--- src/rtl/processing_unit_gen.sv ---
// rtl/processing_unit_gen.sv - NoC tile processing element: burst TX through master grant, RX sequence checker
module processing_unit_gen #(
  parameter int DATA_W = 8,
  parameter int DEST_W = 2,
  parameter int LEN_W  = 8,
  parameter int CNT_W  = 16
) (
  input  logic              clock,
  input  logic              reset,
  input  logic              tb_request,
  input  logic [DEST_W-1:0] tb_processor,
  input  logic [LEN_W-1:0]  tb_len,
  input  logic              master_response,
  input  logic              tx_ready,
  output logic [DATA_W:0]   data_to_router,
  output logic              tx_valid,
  output logic              request_transfer,
  output logic [DEST_W-1:0] which_processor,
  output logic              processor_ready,
  input  logic [DATA_W:0]   data_from_router,
  input  logic              rx_valid,
  output logic [CNT_W-1:0]  rx_packet_count,
  output logic              rx_error
);

  localparam logic [1:0] IDLE = 2'd0;
  localparam logic [1:0] REQ  = 2'd1;
  localparam logic [1:0] SEND = 2'd2;
  localparam logic [1:0] DONE = 2'd3;

  logic [1:0]        state_q, state_d;
  logic [DEST_W-1:0] dest_q, dest_d;
  logic [LEN_W-1:0]  len_q, len_d;
  logic [LEN_W-1:0]  seq_q, seq_d;
  logic [DATA_W:0]   flit_q, flit_d;
  logic              tx_valid_q, tx_valid_d;
  logic              req_q, req_d;

  logic [DATA_W-1:0] rx_expect_q, rx_expect_d;
  logic [CNT_W-1:0]  rx_count_q, rx_count_d;
  logic              rx_error_q, rx_error_d;

  // Zero-extend before slicing so the payload works for any DATA_W vs LEN_W ratio.
  function automatic logic [DATA_W:0] make_flit(input logic [LEN_W-1:0] s,
                                                input logic [LEN_W-1:0] l);
    logic [DATA_W+LEN_W-1:0] ext;
    ext = {{DATA_W{1'b0}}, s};
    return {(s == l), ext[DATA_W-1:0]};
  endfunction

  always_comb begin
    state_d    = state_q;
    dest_d     = dest_q;
    len_d      = len_q;
    seq_d      = seq_q;
    flit_d     = flit_q;
    tx_valid_d = tx_valid_q;
    req_d      = req_q;
    case (state_q)
      IDLE: begin
        if (tb_request && (tb_len != '0)) begin
          dest_d  = tb_processor;
          len_d   = tb_len;
          req_d   = 1'b1;
          state_d = REQ;
        end
      end
      REQ: begin
        if (master_response) begin
          req_d      = 1'b0;
          seq_d      = LEN_W'(1);
          flit_d     = make_flit(LEN_W'(1), len_q);
          tx_valid_d = 1'b1;
          state_d    = SEND;
        end
      end
      SEND: begin
        if (tx_ready) begin
          if (flit_q[DATA_W]) begin
            tx_valid_d = 1'b0;
            flit_d     = '0;
            state_d    = DONE;
          end else begin
            seq_d  = seq_q + LEN_W'(1);
            flit_d = make_flit(seq_q + LEN_W'(1), len_q);
          end
        end
      end
      default: state_d = IDLE;
    endcase
  end

  always_comb begin
    rx_expect_d = rx_expect_q;
    rx_count_d  = rx_count_q;
    rx_error_d  = rx_error_q;
    if (rx_valid) begin
      if (data_from_router[DATA_W-1:0] != rx_expect_q) rx_error_d = 1'b1;
      if (data_from_router[DATA_W]) begin
        rx_expect_d = DATA_W'(1);
        if (rx_count_q != '1) rx_count_d = rx_count_q + CNT_W'(1);
      end else begin
        rx_expect_d = rx_expect_q + DATA_W'(1);
      end
    end
  end

  always_ff @(posedge clock or posedge reset) begin
    if (reset) begin
      state_q     <= IDLE;
      dest_q      <= '0;
      len_q       <= '0;
      seq_q       <= LEN_W'(1);
      flit_q      <= '0;
      tx_valid_q  <= 1'b0;
      req_q       <= 1'b0;
      rx_expect_q <= DATA_W'(1);
      rx_count_q  <= '0;
      rx_error_q  <= 1'b0;
    end else begin
      state_q     <= state_d;
      dest_q      <= dest_d;
      len_q       <= len_d;
      seq_q       <= seq_d;
      flit_q      <= flit_d;
      tx_valid_q  <= tx_valid_d;
      req_q       <= req_d;
      rx_expect_q <= rx_expect_d;
      rx_count_q  <= rx_count_d;
      rx_error_q  <= rx_error_d;
    end
  end

  assign data_to_router   = flit_q;
  assign tx_valid         = tx_valid_q;
  assign request_transfer = req_q;
  assign which_processor  = dest_q;
  assign processor_ready  = (state_q == IDLE);
  assign rx_packet_count  = rx_count_q;
  assign rx_error         = rx_error_q;

endmodule

--- config.mk ---
export PLATFORM = sky130hd
export DESIGN_NAME = processing_unit_gen
export DESIGN_NICKNAME = d
export VERILOG_FILES = /design/src/rtl/processing_unit_gen.sv
export SDC_FILE = /design/constraint.sdc
export NUM_CORES = 1
export LEC_CHECK = 0
export CAP_MARGIN = 20
export CORE_MARGIN = 2
export CORE_UTILIZATION = 50
export CTS_BUF_LIST = sky130_fd_sc_hd__clkbuf_4
export DETAILED_ROUTE_END_ITERATION = 16
export HOLD_SLACK_MARGIN = 0.06
export PLACE_DENSITY = 0.82
export SLEW_MARGIN = 0
export SYNTH_ARGS = -nofsm -noshare
export SYNTH_HDL_FRONTEND = slang
export SYNTH_SLANG_ARGS = --single-unit
export TNS_END_PERCENT = 30
--- constraint.sdc ---
create_clock -name clock -period 5.3 [get_ports clock]
set_input_delay 1.325 -clock clock [delete_from_list [all_inputs] [get_ports clock]]
set_output_delay 1.325 -clock clock [all_outputs]
set_load 0.02 [all_outputs]
Word level (Yosys, flattened, before mapping)
Cells that the tools add are included.
W data, S select, Z words.
{"block": "op_classes", "add_sub_neg": 3, "n_eq_ne": 11, "reduce_logical": 13, "mux": 21}
{"operator": "$mux W8", "count": 4}
{"operator": "$mux W9", "count": 3}
{"operator": "$pmux W9 S2", "count": 1}
{"operator": "$add A16 B1 Y16 const B", "count": 1}
{"operator": "$add A8 B1 Y8 const B", "count": 2}
{"operator": "$ne A16 B16 Y1 const B", "count": 1}
{"operator": "$pmux W8 S2", "count": 1}
{"operator": "$reduce_and A4 Y1", "count": 3}
{"operator": "$reduce_and A3 Y1", "count": 3}
{"operator": "$eq A1 B8 Y1 const A", "count": 1}
{"operator": "$eq A8 B8 Y1", "count": 1}
{"operator": "$mux W2", "count": 4}
{"operator": "$ne A2 B2 Y1 const B", "count": 4}
{"operator": "$ne A8 B8 Y1", "count": 1}
{"operator": "$reduce_bool A8 Y1", "count": 1}
{"operator": "$pmux W2 S3", "count": 1}
{"operator": "$mux W1", "count": 5}
{"operator": "$pmux W1 S2", "count": 2}
{"operator": "$reduce_and A2 Y1", "count": 2}
{"operator": "$reduce_bool A2 Y1", "count": 2}
{"operator": "$eq A2 B1 Y1 const B", "count": 1}
{"operator": "$eq A2 B2 Y1 const B", "count": 1}
{"operator": "$logic_not A2 Y1", "count": 1}
{"operator": "$ne A2 B1 Y1 const B", "count": 1}
{"operator": "$logic_and A1 B1 Y1", "count": 1}
{"block": "totals", "out_inout_bits": 31, "word_cells": 58, "regBits": 56}

Longest topological paths before layout
Gate-level depths: netlist of the first run.
{"block": "depth", "ltp_word": 5, "depth_mapped": 8}

Least setup slack after synthesis of the first run
Ideal clock, no wire load.
{"block": "synth_path", "path_type": "in2reg", "startpoint": "input port tb_len[4]", "endpoint": "register len_q[0]", "setup_slack_ps": 2573, "arrival_ps": 2602, "stages": 5, "setup_time_ps": 125, "t_required_ps": 5175, "cell_sequence": "or4_1 -> o21ai_2 -> or2_4 -> buf_12 -> mux2_4"}
{"block": "synth_via", "elab_chain_len": 3}
{"element": "from (decl)", "line_no": "12", "rtl": "input logic [LEN_W-1:0] tb_len,"}
{"element": "$reduce_bool A8 Y1", "line_no": "61", "rtl": "if (tb_request && (tb_len != '0)) begin"}
{"element": "$logic_and A1 B1 Y1", "line_no": "61"}
{"element": "$reduce_and A2 Y1 (no line)"}
{"element": "to (signal assigned)", "line_no": "123", "rtl": "len_q <= len_d;"}
{"element": "to (decl)", "line_no": "33", "rtl": "logic [LEN_W-1:0] len_q, len_d;"}
Every way passes these cells.
A chain may end at the register's enable or synchronous reset.

Worst setup path in the final report of the first run
{"block": "layout_path", "startpoint": "register state_q[0]", "endpoint": "output port processor_ready"}
{"block": "layout_via", "elab_chain_len": 1}
{"element": "from (decl)", "line_no": "31", "rtl": "logic [1:0] state_q, state_d;"}
{"element": "from (signal assigned)", "line_no": "121", "rtl": "state_q <= state_d;"}
{"element": "$logic_not A2 Y1", "line_no": "138", "rtl": "assign processor_ready = (state_q == IDLE);"}
{"element": "to (decl)", "line_no": "19", "rtl": "output logic processor_ready,"}
Every way passes these cells.

==> metrics.yaml, run 1 <==
hold_class: "reg -> reg"
drive_above_1_share_pct: 10.32
period_needed_ns: 3.121
rsz0062_at_grt: "false"
grt_overflow_total: 0
clkLatencyLatePin_ns: 0.39
row_count: 28
cts_tree: "built"
critPathCaptureType: "output port"
cts_buffers: 5
p_switching_uw: 577.7
max_stage_delay_ns: 0.63
leakagePower_uw: 0.001524
hold_depth: 1
io_pins: 56
async_flop_share_pct: 100.0
drt_iter0_drc: 160
drt-total-wl_mm: 5.812
slew_headroom_pct: 52.93
grt_max_degree: 57
hold_viol: 0
cts-htree-levels: 2
syn_nets: 314
tightest_slew_ns: 0.7060
worstPathMaxFanout: 4
slew_violations: 0
synth_area_per_cell_um2: 10.54
firstDrtPassIters: 4
synthesis.yosys.warnings: 0
critPathRequiredTime_ns: 3.97
ys.flop_type: "dfrtp_1"
synth_edf_count: 0
grt_first_pass_wirelength_mm: 9.942
wl_per_cell_um: 14.04
die_w_um: 81.09
clockRootBuffer: "clkbuf_4"
post-route-drc-count: 0
setup_viol: 0
fp.dieArea_mm2: 0.006576
syn_area_mm2: 0.002972
final_util_pct: 62.61
pwr-share-clk_pct: 12.9
syn_to_final_growth_pct: 22.53
r2r_cells: 6
fin_crit_sh_pct: 58.88
netSwitchingFraction_pct: 38.41
core_area_mm2: 0.005816
internal_power_uw: 926.2
vdd_drop_max_uv: 347.1
post-dp-hpwl_mm: 4.255
worstPathCellList: "inv_1, ha_1, clkdlybuf4s50_1"
postCtsHoldBufs: 0
cts_setup_buffers: 0
slowest_stage: "clkdlybuf4s50_1"
comb_power_share_pct: 43.7
syn_inst: 282
start_util_pct: 51.10
num_vias: 2299
antennaDiodeCount: 0
fin_worst_skew_ns: 0.005830
p_seq_share_pct: 43.4
tns_ns: 0
synth_top_area_share_pct: 45.47
multiInputGateArea_mm2: 0.001480
ys_seq_area_share_pct: 47.24
gp_congestion: 0.8219
synth.most_common_cell: "dfrtp_1"
regArea_mm2: 0.001404
max-cap-violations: 0
grt_usage_pct: 19.29
yosys-top-cells-area: "dfrtp_1 (45%), xnor2_1 (8.3%), mux2_4 (5.1%), o21ai_0 (3.7%), nand2_1 (3.3%)"
antenna_found_initial: 0
power_per_cell_area_mw_per_mm2: 413.0
port_buffers: 55
ant_nets: 0
crit_arrival_ns: 1.80
nets: 370
first_global_vias: 2167
synthTopCellsByCount: "dfrtp_1 (54), xnor2_1 (28), nand2_1 (26)"
die_h_um: 81.09
fmax_ghz: 0.3204
run_status: "completed"
fillers: 501
cts_resized: 0
cts.clk_slew.worst_paths_ns: 0.16
cts_buffer_depth: 2
crit_type: "reg -> out"
ys_types: 47
cp-start-kind: "flip-flop"
synth_seq_cells: 56
cts_sinks: 56
rrSetupSlack_ns: 2.91
yosysTopAreaCell: "dfrtp_1"
vias_per_cell: 5.553
==> cell usage in the layout, fill, tap and decap left out, types with 2 or more instances in the layout <==
cell             synthesis  routed
a22o_1                   3       3
nand3b_1                 2       2
xnor2_1                 28      28
nor3b_1                  2       2
nor4_1                   2       2
nand2_1                 26      26
and3_1                   3       3
buf_4                    0       2
nand3_1                 10      10
or4_1                    2       2
clkdlybuf4s50_1          0      55
nor2b_1                  4       4
dfstp_2                  2       2
dfrtp_1                 54      54
o21ai_0                 22      22
and4_1                   2       2
mux2_2                   4       4
a21oi_1                  8       8
ha_1                     7       7
mux2_4                  10      10
o211ai_1                 2       2
nand4_1                 13      13
o31ai_1                  3       3
xor2_1                  11      11
inv_1                   10       9
nor2_1                  21      21
clkbuf_4                 0       5
nand2b_1                 3       3
o22ai_1                  2       2
==> power by group through the flow <==
stage,logic (µW),clock network [µW],registers [µW]
global placement,633,0,656
detailed placement,654,0,661
CTS,655,201,654
floorplan,415,0,690
global route,717,216,674
finish,657,194,653
==> worst paths after layout <==
| check | start | to |
|---|---|---|
| max | state_q[0]$_DFFE_PP0P_ | processor_ready |
| min | rx_error$_DFFE_PP0P_ | rx_error$_DFFE_PP0P_ |
| max reg2reg | state_q[0]$_DFFE_PP0P_ | data_to_router[8]$_DFFE_PP0P_ |
| min reg2reg | rx_error$_DFFE_PP0P_ | rx_error$_DFFE_PP0P_ |
| max in group asynchronous | reset | data_to_router[8]$_DFFE_PP0P_ |
| min in group asynchronous | reset | rx_packet_count[7]$_DFFE_PP0P_ |
==> final cells by class <==
| type | instances | area share (%) |
|---|---|---|
| clock inverter | 3 | 0.6186 |
| sequential | 56 | 38.56 |
| multi-input combinational | 208 | 40.65 |
| clock buffer | 5 | 1.031 |
| timing repair buffer | 57 | 15.53 |
| tap | 75 | 2.577 |
| inverter | 10 | 1.031 |
==> cells by family after synthesis <==
logic type,after synthesis,share of synthesized area (%)
adders and majority gates,7,2.947
and+or+nand+nor,97,17.47
muxes,14,6.568
buffers and inverters,18,2.947
AOI/OAI and AO/OA,51,11.33
xor gates and xnor gates,39,11.49
DFF,56,47.24
==> per-stage QoR <==
stage                     instance area, µm²  std cells  hold WS, ns  setup slack, ns  total power [µW]
after CTS                               3633        413       0.4954            2.161              1510
final                                   3641        414       0.4876            2.179              1504
after detailed placement                3573        405       0.4553            1.963              1315
after global routing                    3641        414       0.5225            2.066              1607
after global placement                  3573        405       0.4507            2.034              1288
after floorplan                         2972        282       0.5057            2.573              1105
==> critical path, delay by kind of cell (launching register included) <==
kind	cells	cell delay (ns)
flops	1	0.43
buf+inv	2	0.74
fa+ha+maj	1	0.23
==> sequential cells by signal, indices dropped and copies added (netlist names) <==
register,cells
seq_q,8
rx_packet_count,16
request_transfer,1
data_to_router,9
len_q,8
tx_valid,1
rx_expect_q,8
which_processor,2
rx_error,1
state_q,2
==> layer usage <==
metal,GRT usage (%),share of wire (%)
met1,25.18,46
met4,5.932,1.1
met3,4.000,5.4
met5,0,0
met2,32.31,48
Note: power is estimated with default switching activity, not from simulation.
==> run 2: changes to the inputs <==
--- a/config.mk
+++ b/config.mk
@@ -7,11 +7,11 @@
 export LEC_CHECK = 0
 export CAP_MARGIN = 20
 export CORE_MARGIN = 2
-export CORE_UTILIZATION = 50
+export CORE_UTILIZATION = 49
 export CTS_BUF_LIST = sky130_fd_sc_hd__clkbuf_4
 export DETAILED_ROUTE_END_ITERATION = 16
 export HOLD_SLACK_MARGIN = 0.06
-export PLACE_DENSITY = 0.82
+export PLACE_DENSITY = 0.84
 export SLEW_MARGIN = 0
 export SYNTH_ARGS = -nofsm -noshare
 export SYNTH_HDL_FRONTEND = slang
==> constraint.sdc (replaced) <==
create_clock -name clock -period 2.85 [get_ports clock]
set_input_delay 0.7125 -clock clock [delete_from_list [all_inputs] [get_ports clock]]
set_output_delay 0.7125 -clock clock [all_outputs]
set_load 0.02 [all_outputs]
==> run 2 against run 1 <==
  * Non-clock buffer count grew 3
  * Global-route usage shrank 0.35 points
  * Die area grew 1.9%
  * Cell count grew 0.72%
  * Via count is 1.1% lower
  * Critical path depth is the same
  * First-iteration DRC count down 21%
  * Routed wire length is 0.48% higher
  * Sequential power increased by 85%
  * Flip-flop and latch count is the same
  * Critical path type unchanged
==> metrics.yaml, run 2 (synthesis gave the netlist of run 1 again) <==
run_status: "completed"
netSwitchingFraction_pct: 37.95  # -0.46 points
cts_sinks: 56  # unchanged
core_area_mm2: 0.005886  # +1.2%
start_util_pct: 50.49  # -0.61 points
comb_power_share_pct: 44.1  # +0.4 points
critPathRequiredTime_ns: 2.14  # -1.83 ns
postCtsHoldBufs: 0  # unchanged
fin_crit_sh_pct: 87.28
row_count: 28  # unchanged
largest_reg_flops: 16  # unchanged
fp.dieArea_mm2: 0.006704  # +1.9%
cts_buffer_depth: 2  # unchanged
path_buf_inv: 2  # unchanged
reg2reg_from: "seq_q[0]$_DFFE_PP1P_"
multiInputGateArea_mm2: 0.001480  # unchanged
wl_per_cell_um: 14.00  # -0.24%
post-route-drc-count: 0  # unchanged
power_per_cell_area_mw_per_mm2: 762.5  # +85%
clockRootBuffer: "clkbuf_4"
r2r_cells: 6  # unchanged
ant_nets: 0  # unchanged
drt-total-wl_mm: 5.840  # +0.48%
r2r_end: "data_to_router[8]$_DFFE_PP0P_"
port_buffers: 55  # unchanged
io_pins: 56  # unchanged
antenna_found_initial: 0  # unchanged
die_h_um: 81.88  # +0.97%
crit_cells: 3  # unchanged
cts_resized: 0  # unchanged
vias_per_cell: 5.453  # -1.8%
path_delay_family: "buffers and inverters"
clkLatencyLatePin_ns: 0.38  # about the same
cp-start-kind: "flip-flop"
period_needed_ns: 2.488
nets: 373  # +0.81%
post-dp-hpwl_mm: 4.444  # +4.5%
grt_max_degree: 33  # -42%
grt_first_pass_wirelength_mm: 9.998  # +0.56%
max_stage_delay_ns: 0.63  # about the same
tns_ns: 0  # unchanged
stdcell_count: 417  # +0.72%
leakagePower_uw: 0.001538  # +0.97%
cts-htree-levels: 2  # unchanged
fmax_ghz: 0.4020
grt_usage_pct: 18.93  # -0.35 points
fillers: 497  # -0.80%
firstDrtPassIters: 4  # unchanged
worstPathCellList: "inv_1, ha_1, clkdlybuf4s50_1"
crit_end: "processor_ready"
rrSetupSlack_ns: 0.84  # -2.07 ns
setup_viol: 0  # unchanged
crit_arrival_ns: 1.78  # -0.02 ns
slew_violations: 0  # unchanged
num_vias: 2274  # -1.1%
pwr-share-clk_pct: 12.8  # about the same
cts_tree: "built"
syn_to_final_growth_pct: 23.75
worstPathMaxFanout: 4  # unchanged
p_seq_share_pct: 43.2  # -0.2 points
slew_headroom_pct: 63.78  # +11 points
antennaDiodeCount: 0  # unchanged
p_switching_uw: 1064  # +84%
drive_above_1_share_pct: 11.11  # +0.79 points
layout_common_cells: "clkdlybuf4s50_1 (55), dfrtp_1 (54), xnor2_1 (28)"
tightest_slew_ns: 0.5425  # -0.1636 ns
fin_worst_skew_ns: 0.01839  # +0.01256 ns
internal_power_uw: 1740  # +88%
vdd_drop_max_uv: 551.0  # +59%
crit_type: "reg -> out"
cts_setup_buffers: 0  # unchanged
first_global_vias: 2230  # +2.9%
dp.cells: 409  # +0.99%
hold_class: "reg -> reg"
slowest_stage: "clkdlybuf4s50_1"
max-cap-violations: 0  # unchanged
layout_commonest_cell: "clkdlybuf4s50_1"
hold_viol: 0  # unchanged
cts_buffers: 5  # unchanged
grt_overflow_total: 0  # unchanged
rsz0062_at_grt: "false"
gp_congestion: 0.8017  # -2.5%
drt_iter0_drc: 127  # -21%
crit_start: "state_q[0]$_DFFE_PP0P_"
critPathCaptureType: "output port"
die_w_um: 81.88  # +0.97%
regArea_mm2: 0.001404  # unchanged
cts.clk_slew.worst_paths_ns: 0.17  # about the same
[run 2: layout make-up]
| class | instances | share of cell area (%) |
|---|---|---|
| multi-input combinational | 208 | 40.25 |
| sequential | 56 | 38.18 |
| tap | 75 | 2.552 |
| clock inverter | 2 | 0.4423 |
| clock buffer | 6 | 1.225 |
| timing repair buffer | 60 | 16.33 |
| inverter | 10 | 1.021 |
[run 2: power groups by stage]
stage	combinational [µW]	sequential, µW	clock, µW
after floorplan	771	1280	0
after global placement	1210	1220	0
after detailed placement	1250	1230	0
after CTS	1250	1210	366
after global routing	1360	1250	403
final	1240	1210	358
[run 2: how the worst min path moves through the flow]
stage	start	cells past startpoint	to	slack, ns
final	rx_error$_DFFE_PP0P_	1	rx_error$_DFFE_PP0P_	0.49
after detailed placement	rx_error$_DFFE_PP0P_	1	rx_error$_DFFE_PP0P_	0.46
after global routing	rx_error$_DFFE_PP0P_	1	rx_error$_DFFE_PP0P_	0.52
after CTS	rx_error$_DFFE_PP0P_	1	rx_error$_DFFE_PP0P_	0.50
after floorplan	seq_q[7]$_DFFE_PP0P_	1	seq_q[7]$_DFFE_PP0P_	0.51
after global placement	rx_error$_DFFE_PP0P_	1	rx_error$_DFFE_PP0P_	0.45
[run 2: per-stage QoR]
| step | instance area [µm²] | utilization [%] | setup WS [ns] | hold slack (ns) | power (µW) |
|---|---|---|---|---|---|
| floorplan | 2972 | - | 0.7350 | 0.5057 | 2055 |
| global placement | 3616 | 61.44 | 0.2263 | 0.4515 | 2425 |
| detailed placement | 3616 | 61.44 | 0.1617 | 0.4599 | 2479 |
| CTS | 3677 | 62.48 | 0.3523 | 0.5004 | 2835 |
| global route | 3677 | 62.48 | 0.2726 | 0.5181 | 3015 |
| finish | 3677 | 62.48 | 0.3625 | 0.4905 | 2804 |
[run 2: layer usage]
layer | wire [µm] | global-route usage, %
met2 | 2875 | 33.82
met1 | 2641 | 23.84
met4 | 35 | 3.500
met5 | 0 | 0
met3 | 287 | 3.846
==> run 3: changes to the inputs <==
--- a/config.mk
+++ b/config.mk
@@ -7,11 +7,12 @@
 export LEC_CHECK = 0
 export CAP_MARGIN = 20
 export CORE_MARGIN = 2
-export CORE_UTILIZATION = 49
+export CORE_UTILIZATION = 37
 export CTS_BUF_LIST = sky130_fd_sc_hd__clkbuf_4
 export DETAILED_ROUTE_END_ITERATION = 16
 export HOLD_SLACK_MARGIN = 0.06
-export PLACE_DENSITY = 0.84
+export PLACE_DENSITY = 0.67
+export SKIP_CTS_REPAIR_TIMING = 1
 export SLEW_MARGIN = 0
 export SYNTH_ARGS = -nofsm -noshare
 export SYNTH_HDL_FRONTEND = slang
==> run 3 against run 2 <==
  * Setup slack worse by 0.011 ns
  * Die area up 31%
  * Cell count up 7.0%
==> metrics.yaml, run 3 (synthesis gave the netlist of run 1 again) <==
run_status: "completed"
vias_per_cell: 5.096  # -6.5%
slew_violations: 0  # unchanged
setup_viol: 0  # unchanged
slew_headroom_pct: 69.38  # +5.6 points
reg2reg_from: "seq_q[0]$_DFFE_PP1P_"
cts_buffers: 5  # unchanged
hold_viol: 0  # unchanged
clkLatencyLatePin_ns: 0.38  # about the same
layout_commonest_cell: "clkdlybuf4s50_1"
ant_nets: 0  # unchanged
die_h_um: 93.62  # +14%
layout_setup_ws_ns: 0.3519  # -0.01060 ns
critPathCaptureType: "output port"
hold_class: "reg -> reg"
grt_usage_pct: 14.89  # -4.0 points
vdd_drop_max_uv: 562.7  # +2.1%
cts_tree: "built"
p_switching_uw: 1066  # +0.20%
post-dp-hpwl_mm: 4.572  # +2.9%
wl_per_cell_um: 13.48  # -3.7%
syn_to_final_growth_pct: 25.60
crit_arrival_ns: 1.79  # about the same
first_global_vias: 2219  # -0.49%
row_count: 32  # +14%
cts_sinks: 56  # unchanged
cts_buffer_depth: 2  # unchanged
post-route-drc-count: 0  # unchanged
die_w_um: 93.62  # +14%
place_worst_setup_slack_ns: 0.1852  # +0.02348 ns
tightest_slew_ns: 0.4580  # -0.08441 ns
grt_overflow_total: 0  # unchanged
firstDrtPassIters: 4  # unchanged
fp.dieArea_mm2: 0.008764  # +31%
nets: 375  # +0.54%
crit_type: "reg -> out"
tns_ns: 0  # unchanged
cts-htree-levels: 2  # unchanged
port_buffers: 55  # unchanged
fin_worst_skew_ns: 0.006684  # -0.01170 ns
period_needed_ns: 2.498  # +0.01060 ns
drt_iter0_drc: 151  # +19%
critPathRequiredTime_ns: 2.14  # about the same
drive_above_1_share_pct: 11.63  # +0.52 points
gp_congestion: 0.7951  # -0.82%
crit_start: "state_q[0]$_DFFE_PP0P_"
io_pins: 56  # unchanged
fillers: 728  # +46%
layout_common_cells: "clkdlybuf4s50_1 (55), dfrtp_1 (54), xnor2_1 (28)"
fin_crit_sh_pct: 87.65  # +0.37 points
antennaDiodeCount: 0  # unchanged
clockRootBuffer: "clkbuf_4"
p_seq_share_pct: 42.0  # -1.2 points
netSwitchingFraction_pct: 36.81  # -1.1 points
whs_ns: 0.4940  # +0.003488 ns
drt-total-wl_mm: 6.012  # +2.9%
leakagePower_uw: 0.001558  # +1.3%
cts.clk_slew.worst_paths_ns: 0.15  # -0.02 ns
internal_power_uw: 1830  # +5.2%
final_util_pct: 48.05  # -14 points
largest_reg_flops: 16  # unchanged
max-cap-violations: 0  # unchanged
hp-start: "rx_error$_DFFE_PP0P_"
core_area_mm2: 0.007767  # +32%
grt_first_pass_wirelength_mm: 10.53  # +5.3%
start_util_pct: 38.26  # -12 points
num_vias: 2273  # -0.044%
antenna_found_initial: 0  # unchanged
pwr-share-clk_pct: 15.1  # +2.3 points
comb_power_share_pct: 42.8  # -1.3 points
worstPathMaxFanout: 4  # unchanged
rsz0062_at_grt: "false"
power_per_cell_area_mw_per_mm2: 776.1  # +1.8%
cp-start-kind: "flip-flop"
fmax_ghz: 0.4003  # -0.42%
grt_max_degree: 23  # -30%
## run 3: path summary, 6_finish.rpt
kind	end	slack, ns	depth (start not counted)
setup / recovery	processor_ready	0.35	3
hold / removal	rx_error$_DFFE_PP0P_	0.49	1
setup reg to reg	data_to_router[8]$_DFFE_PP0P_	0.83	6
hold reg to reg	rx_error$_DFFE_PP0P_	0.49	1
max in group asynchronous	seq_q[0]$_DFFE_PP1P_	1.52	3
min in group asynchronous	rx_expect_q[5]$_DFFE_PP0P_	0.64	2
## run 3: stage by stage
step / instances / total power, µW / area, µm²
2_1_floorplan: 282 / 2055 / 2972
3_3_place_gp: 438 / 2450 / 3652
3_5_place_dp: 438 / 2482 / 3652
4_1_cts: 446 / 2928 / 3732
5_1_grt: 446 / 3116 / 3732
6_report: 446 / 2897 / 3732
## run 3: final cells by class
class / instances / area [µm²] / area share [%]
multi-input cells: 208 / 1480 / 39.66
flip-flops and latches: 56 / 1404 / 37.61
repair buffers: 62 / 603.1 / 16.16
well taps: 102 / 127.6 / 3.419
clock buffers: 6 / 45.04 / 1.207
inverters: 10 / 37.54 / 1.006
clock inverters: 2 / 35.03 / 0.9387
## run 3: power groups by stage
stage	Clock (µW)	Combinational, µW	Sequential, µW
6_report	439	1240	1220
5_1_grt	486	1380	1250
4_1_cts	455	1260	1220
3_5_place_dp	0	1250	1230
3_3_place_gp	0	1220	1230
2_1_floorplan	0	771	1280
## run 3: layer usage
metal	up-vias	track usage, %	share of wire (%)
li1	1113	-	-
met1	1090	20.62	45
met2	62	24.34	48
met3	8	2.820	5.8
met4	0	3.261	1.1
met5	-	0	0
## run 3: worst max-delay path: stages, from the launching register on
cell and delay [ns]:
dfrtp_1 0.43, inv_1 0.11, ha_1 0.24, clkdlybuf4s50_1 0.63
